===== src/rtl/dram_req_arbiter.sv =====
// Two-master arbiter for the DRAM wrapper slave port: one-cycle select pulse,
// command held through wait states, per-transfer timeout and busy-cycle counter.
module dram_req_arbiter #(
  parameter int unsigned ADDR_W         = 32,
  parameter int unsigned DATA_W         = 32,
  parameter int unsigned TIMEOUT_CYCLES = 64,
  parameter int unsigned CNT_W          = 16
) (
  input  logic              clk,
  input  logic              rst,
  input  logic              prio_fixed,
  input  logic [1:0]        m_req,
  input  logic [1:0]        m_write,
  input  logic [ADDR_W-1:0] m0_addr,
  input  logic [ADDR_W-1:0] m1_addr,
  input  logic [DATA_W-1:0] m0_wdata,
  input  logic [DATA_W-1:0] m1_wdata,
  output logic [1:0]        m_done,
  output logic              m_err,
  output logic [DATA_W-1:0] m_rdata,
  output logic              d_sel,
  output logic [ADDR_W-1:0] d_addr,
  output logic              d_write,
  output logic [DATA_W-1:0] d_wdata,
  input  logic              d_ready,
  input  logic [DATA_W-1:0] d_rdata,
  output logic [CNT_W-1:0]  busy_cnt
);

  localparam int unsigned TMR_W = (TIMEOUT_CYCLES > 2) ? $clog2(TIMEOUT_CYCLES) : 1;
  localparam logic [TMR_W-1:0] TMR_LAST = TMR_W'(TIMEOUT_CYCLES - 1);

  typedef enum logic [1:0] {
    S_IDLE,
    S_ISSUE,
    S_WAIT,
    S_DONE
  } state_t;

  state_t              state_q, state_d;
  logic [ADDR_W-1:0]   cmd_addr_q, cmd_addr_d;
  logic                cmd_write_q, cmd_write_d;
  logic [DATA_W-1:0]   cmd_wdata_q, cmd_wdata_d;
  logic                owner_q, owner_d;
  logic                last_grant_q, last_grant_d;
  logic [TMR_W-1:0]    timer_q, timer_d;
  logic                err_q, err_d;
  logic [DATA_W-1:0]   rdata_q, rdata_d;
  logic [CNT_W-1:0]    busy_cnt_q, busy_cnt_d;
  logic                grant;

  // Winner among current requesters; only consumed while IDLE with a request.
  always_comb begin
    grant = 1'b0;
    if (prio_fixed) begin
      grant = ~m_req[0];
    end else if (&m_req) begin
      grant = ~last_grant_q;
    end else begin
      grant = m_req[1];
    end
  end

  always_comb begin
    state_d      = state_q;
    cmd_addr_d   = cmd_addr_q;
    cmd_write_d  = cmd_write_q;
    cmd_wdata_d  = cmd_wdata_q;
    owner_d      = owner_q;
    last_grant_d = last_grant_q;
    timer_d      = timer_q;
    err_d        = err_q;
    rdata_d      = rdata_q;

    unique case (state_q)
      S_IDLE: begin
        timer_d = '0;
        if (|m_req) begin
          owner_d     = grant;
          cmd_addr_d  = grant ? m1_addr  : m0_addr;
          cmd_write_d = grant ? m_write[1] : m_write[0];
          cmd_wdata_d = grant ? m1_wdata : m0_wdata;
          err_d       = 1'b0;
          rdata_d     = '0;
          state_d     = S_ISSUE;
        end
      end
      S_ISSUE: begin
        state_d = S_WAIT;
      end
      S_WAIT: begin
        timer_d = timer_q + TMR_W'(1);
        // A ready on the final allowed cycle still completes normally.
        if (d_ready) begin
          rdata_d = d_rdata;
          err_d   = 1'b0;
          state_d = S_DONE;
        end else if (timer_q == TMR_LAST) begin
          rdata_d = '0;
          err_d   = 1'b1;
          state_d = S_DONE;
        end
      end
      S_DONE: begin
        timer_d      = '0;
        last_grant_d = owner_q;
        state_d      = S_IDLE;
      end
      default: begin
        state_d = S_IDLE;
      end
    endcase
  end

  always_comb begin
    busy_cnt_d = busy_cnt_q;
    if (state_q != S_IDLE && busy_cnt_q != '1) begin
      busy_cnt_d = busy_cnt_q + CNT_W'(1);
    end
  end

  always_ff @(posedge clk or posedge rst) begin
    if (rst) begin
      state_q      <= S_IDLE;
      cmd_addr_q   <= '0;
      cmd_write_q  <= 1'b0;
      cmd_wdata_q  <= '0;
      owner_q      <= 1'b0;
      last_grant_q <= 1'b1;
      timer_q      <= '0;
      err_q        <= 1'b0;
      rdata_q      <= '0;
      busy_cnt_q   <= '0;
    end else begin
      state_q      <= state_d;
      cmd_addr_q   <= cmd_addr_d;
      cmd_write_q  <= cmd_write_d;
      cmd_wdata_q  <= cmd_wdata_d;
      owner_q      <= owner_d;
      last_grant_q <= last_grant_d;
      timer_q      <= timer_d;
      err_q        <= err_d;
      rdata_q      <= rdata_d;
      busy_cnt_q   <= busy_cnt_d;
    end
  end

  always_comb begin
    d_sel    = (state_q == S_ISSUE);
    d_addr   = cmd_addr_q;
    d_write  = cmd_write_q;
    d_wdata  = cmd_wdata_q;
    m_done   = 2'b00;
    m_err    = 1'b0;
    m_rdata  = '0;
    busy_cnt = busy_cnt_q;
    if (state_q == S_DONE) begin
      m_done  = owner_q ? 2'b10 : 2'b01;
      m_err   = err_q;
      m_rdata = (cmd_write_q || err_q) ? '0 : rdata_q;
    end
  end

endmodule


===== config.mk =====
export PLATFORM = sky130hd
export DESIGN_NAME = dram_req_arbiter
export DESIGN_NICKNAME = d
export VERILOG_FILES = /design/src/rtl/dram_req_arbiter.sv
export SDC_FILE = /design/constraint.sdc
export NUM_CORES = 1
export LEC_CHECK = 0
export CAP_MARGIN = 20
export CELL_PAD_IN_SITES_DETAIL_PLACEMENT = 0
export CELL_PAD_IN_SITES_GLOBAL_PLACEMENT = 1
export CORE_UTILIZATION = 41
export DETAILED_ROUTE_END_ITERATION = 8
export DONT_BUFFER_PORTS = 1
export HOLD_SLACK_MARGIN = 0.05
export MAX_ROUTING_LAYER = met4
export PLACE_DENSITY = 0.68
export SKIP_LAST_GASP = 1
export SYNTH_ARGS = -nofsm -noshare
export SYNTH_HDL_FRONTEND = slang
export SYNTH_SLANG_ARGS = --single-unit

===== constraint.sdc =====
create_clock -name clk -period 12.2 [get_ports clk]
set_input_delay 2.44 -clock clk [delete_from_list [all_inputs] [get_ports clk]]
set_output_delay 2.44 -clock clk [all_outputs]
set_load 0.01 [all_outputs]

# [Word-level counts from Yosys, hierarchy flattened]
# Cells that the tools add are included.
[totals] register_bits=124 in_bits=168 output_inout_bits=117 elab_cells=56
[classes] n_addsub=2 n_eq_ne=7 mux=23 bitwise=2 n_reduce_logical=12
[ops] op="two-way mux 32 bit" n=7
[ops] op="one-hot mux 32 bit (2 select lines)" n=1
[ops] op="adder 16 x 1 -> 16 bit (second input constant)" n=1
[ops] op="!= test 16 bit (second input constant)" n=1
[ops] op="one-hot mux 6 bit (2 select lines)" n=1
[ops] op="two-way mux 2 bit" n=5
[ops] op="one-hot mux 2 bit (4 select lines)" n=1
[ops] op="two-way mux 1 bit" n=7
[ops] op="adder 6 x 1 -> 6 bit (second input constant)" n=1
[ops] op="equality test 6 bit (second input constant)" n=1
[ops] op="AND reduction 2 bit" n=3
[ops] op="nonzero test 2 bit" n=3
[ops] op="equality test 2 bit (second input constant)" n=2
[ops] op="OR reduction 2 bit" n=2
[ops] op="!= test 3 bit (second input constant)" n=1
[ops] op="AND reduction 3 bit" n=1
[ops] op="equality test 2 x 1 -> 1 bit (second input constant)" n=1
[ops] op="logical NOT 2 bit" n=1
[ops] op="!= test 2 bit (second input constant)" n=1
[ops] op="NOT 1 bit" n=2
[ops] op="one-hot mux 1 bit (2 select lines)" n=1
[ops] op="logical AND 1 bit" n=1
[ops] op="logical OR 1 bit" n=1

# [Logic depth before layout (Yosys ltp)]
[depth] word_depth=4 depth_mapped=8

# [Least setup slack after synthesis]
# No wires, ideal clock.
[synth_path] path_type="register -> output" from="register state_q[0]" to="output m_rdata[10]" t_arrival_ns=1.349 slack_ns=8.411 path_stages_with_launch=5 path_cell_list="dfrtp_1 ha_1 nor3b_1 clkbuf_1 and2_1"
[synth_between] elab_chain_cells=2
[synth_rtl] element="start, declared" line_no="40" source="state_t state_q, state_d;"
[synth_rtl] element="start signal, assigned" line_no="135" source="state_q <= state_d;"
[synth_rtl] element="equality test 2 bit" line_no="157" source="if (state_q == S_DONE) begin"
[synth_rtl] element="two-way mux 32 bit" line_no="157"
[synth_rtl] element="end, declared" line_no="20" source="output logic [DATA_W-1:0] m_rdata,"
# No other way between the ends.

# [Final worst setup path]
[layout_path] from="register state_q[0]" to="output m_rdata[1]"
# The elaborated chain is that of the path after synthesis.

==> out/summary.log <==
INFO  status         outcome=finished clean
INFO  timing         timing.final.max_slew_violations=0
INFO  routing        via_count=4189
INFO  timing         finalCriticalPeriod=4.275ns
INFO  placed_design  finalWeightedCongestion=0.8390
INFO  timing         worstMarginPinSlew=1.098ns
INFO  layout         antenna_cells_inserted=0
INFO  power          ir_worst_vdd=0.1305mV
INFO  clocking       clock_tree_from_tritoncts=done
INFO  clocking       clkLatencyLatePin=0.41ns
INFO  routing        wirelength=14630µm
INFO  grt            grt_antenna_before_repair=0
INFO  logic_synthesis yosysWarningCount=0
INFO  power          power.leakage=3.141nW
INFO  grt            met2_usage=31.98%
INFO  floorplan      die-width=123.3µm
INFO  clocking       clock_tree_root=clkbuf_16
INFO  clocking       clock_tree_sinks=124
INFO  routing        route.detailed.drc=0
INFO  floorplan      initial_core_utilization=42.83%
INFO  timing         totalNegativeSetupSlack=0ns
INFO  grt            via_count_of_the_first_global_routing_pass=4122
INFO  timing         rsz0062_at_grt=no
INFO  grt            global_route.overflow_total=0
INFO  power          power_per_cell_area=255.6nW/µm²
INFO  placed_design  dp.final_hpwl=10340µm
INFO  logic_synthesis netlist_area=6037µm²
INFO  grt            m3_gr_usage=6.734%
INFO  worst_setup_path crit_type=register to primary output
INFO  layout         fillers=1325
INFO  logic_synthesis synthAdderAreaFrac=1.451%
INFO  grt            gr-usage-met1=23.03%
INFO  logic_synthesis post_synthesis_sequential_area_ratio=51.42%
INFO  routing        post_route_antenna_net_violation_count=0
INFO  logic_synthesis synth-async-reset-ratio=100.0%
INFO  grt            grt_first_pass_wirelength=22030µm
INFO  layout         final_common_cell=dfrtp_1
INFO  grt            grt_use_total=20.10%
INFO  timing         fin_skew=0.008341ns
INFO  min_path       min-delay-path-class=register to register
INFO  layout         area_growth_syn_to_fin=12.10%
INFO  placed_design  place.port_buffers=0
INFO  logic_synthesis post_synthesis_simple_gate_area_fraction=15.69%
INFO  floorplan      core_area=14100µm²
INFO  logic_synthesis yosys.cell_types.count=41
INFO  logic_synthesis syn-instance-count=599
INFO  layout         finalNetCount=758
INFO  logic_synthesis synth_area_leader_cell=dfrtp_1
INFO  timing         relSlewSlack=26.83%
INFO  worst_setup_path signal_arrival_time_at_the_worst_endpoint=1.83ns
INFO  run            max_cap_violations=0
INFO  routing        drt_iter0_drc=173
INFO  clocking       numCtsBuffers=17
INFO  clocking       number_of_instances_resized_during_post_cts_repair=0
INFO  logic_synthesis synthMuxAreaShare=11.52%
INFO  floorplan      placement_rows=43
INFO  logic_synthesis main_combinational_cell_family_by_area_after_synthesis=simple AND/OR/NAND/NOR gates
INFO  logic_synthesis synth.net_count=774
INFO  routing        first_pass_iters=6
INFO  timing         clock.fmax=0.2339GHz
INFO  grt            grt_busiest_layer=met2
INFO  layout         layout-drive-gt1-share=12.58%
INFO  layout         most_frequent_cells_in_the_layout=123 x dfrtp_1, 79 x nand2_1, 78 x o21ai_0, 65 x mux2i_1, 39 x inv_1
INFO  timing         final_min_period_over_clock_period=35.04%
INFO  logic_synthesis ys.flop_type=dfrtp_1
INFO  timing         setup-violations-final=0
INFO  clocking       clock_tree.htree_level_count=4
INFO  routing        routed_wl_per_cell=18.85µm
INFO  clocking       cts_hold_buf=0
INFO  worst_setup_path path_max_fanout=32
INFO  clocking       clk_pin_slew_worst_paths=0.05ns
INFO  logic_synthesis ys_seq_elements=124
INFO  timing         final_hold_viol_count=0
INFO  logic_synthesis synth.top_cell.area_share=50.98%
INFO  worst_setup_path worst-endpoint-required=9.76ns
INFO  logic_synthesis synthXorXnorAreaFrac=1.741%
INFO  floorplan      design.die.area=15210µm²
INFO  grt            maximum_number_of_pins_on_one_net_before_global_route_repair=114
INFO  logic_synthesis synth_top_cells_by_area=dfrtp_1 51%, mux2i_1 11%, o21ai_0 6.5%
INFO  logic_synthesis syn_avg_cell_area=10.08µm²
INFO  floorplan      chipHeight=123.3µm
INFO  floorplan      ios=285
INFO  routing        vias_per_cell=5.398
INFO  worst_setup_path worst_setup_ep_type=primary output
INFO  timing         hold_ws=0.4865ns
INFO  clocking       postCtsSetupBuffers=0
INFO  logic_synthesis post_synthesis_compound_gate_area_fraction=12.35%
INFO  worst_setup_path startpoint_type=register
INFO  logic_synthesis synth-edff-count=0
INFO  clocking       cts-root-to-sink-buffers=2
cell usage after synthesis, types with 4 or more instances:
cell      number
a21oi_1        4
and2_1        34
and4_1         4
buf_1          6
buf_2          8
clkbuf_1      22
dfrtp_1      123
ha_1           7
inv_1         40
mux2_2         4
mux2i_1       65
nand2_1       79
nand3_1        8
nand4_1       37
nor2_1         6
nor3_1         4
o21ai_0       78
o21ai_2       28
xnor2_1        4
xor2_1         8
worst paths after layout:
path                       cells past startpoint  slack, ns                      end                    from
min in group asynchronous                      1       1.95   d_wdata[5]$_DFFE_PP0P_                     rst
setup reg to reg                               7       9.72  rdata_q[30]$_DFFE_PP0P_  state_q[0]$_DFFE_PP0P_
setup / recovery                               4       7.93               m_rdata[1]  state_q[0]$_DFFE_PP0P_
max in group asynchronous                      3       9.08   rdata_q[2]$_DFFE_PP0P_                     rst
hold / removal                                 1       0.49   timer_q[5]$_DFFE_PP0P_  timer_q[5]$_DFFE_PP0P_
hold reg to reg                                1       0.49   timer_q[5]$_DFFE_PP0P_  timer_q[5]$_DFFE_PP0P_
through the flow:
step / area [µm²] / setup WS [ns] / total power (W) / cells / utilization (%)
2_1_floorplan: 6037 / 6.462 / 0.001122 / 599 / -
3_3_place_gp: 6136 / 8.159 / 0.001213 / 743 / 43.53
3_5_place_dp: 6136 / 8.096 / 0.001235 / 743 / 43.53
4_1_cts: 6740 / 7.871 / 0.001755 / 775 / 47.82
5_1_grt: 6768 / 7.809 / 0.001853 / 776 / 48.01
6_report: 6768 / 7.925 / 0.001730 / 776 / 48.01
layout make-up:
cell class              instances  area [µm²]  share of cell area [%]
flip-flops and latches        124        3104                   45.87
clock inverters                10       140.1                   2.071
inverters                      40       152.6                   2.255
multi-input cells             393        2609                   38.55
repair buffers                  7       72.57                   1.072
well taps                     180       225.2                   3.328
clock buffers                  22       464.2                   6.859
report_power, final:
group | switching [W] | total (W) | internal [W] | leakage, nW
sequential | 0.000181 | 0.000755 | 0.000575 | 1.58
clock | 0.000180 | 0.000512 | 0.000332 | 0.286
combinational | 0.000294 | 0.000462 | 0.000168 | 1.27
logic make-up after synthesis:
group	count (synthesis)
mux	69
compound gates	121
buf+inv	82
flops	124
simple gates	184
fa+ha+maj	7
xor+xnor	12
routing by layer:
metal / wire, µm / vias up
met3: 1070 / 21
met1: 5781 / 1988
met5: 0 / -
met4: 288 / 0
met2: 7488 / 162
li1: - / 2018
critical path: stages (launching register included):
cell and delay [ns]:
dfrtp_1 0.42, ha_1 0.26, nor3b_2 0.18, buf_4 0.30
and2_1 0.26
registers in the layout, indices dropped and copies added, names as in the netlist:
signal / count
rdata_q: 32
state_q: 2
err_q: 1
d_write: 1
owner_q: 1
last_grant_q: 1
d_addr: 32
timer_q: 6
busy_cnt: 16
d_wdata: 32
No activity file was read; power rests on OpenSTA's default activity.
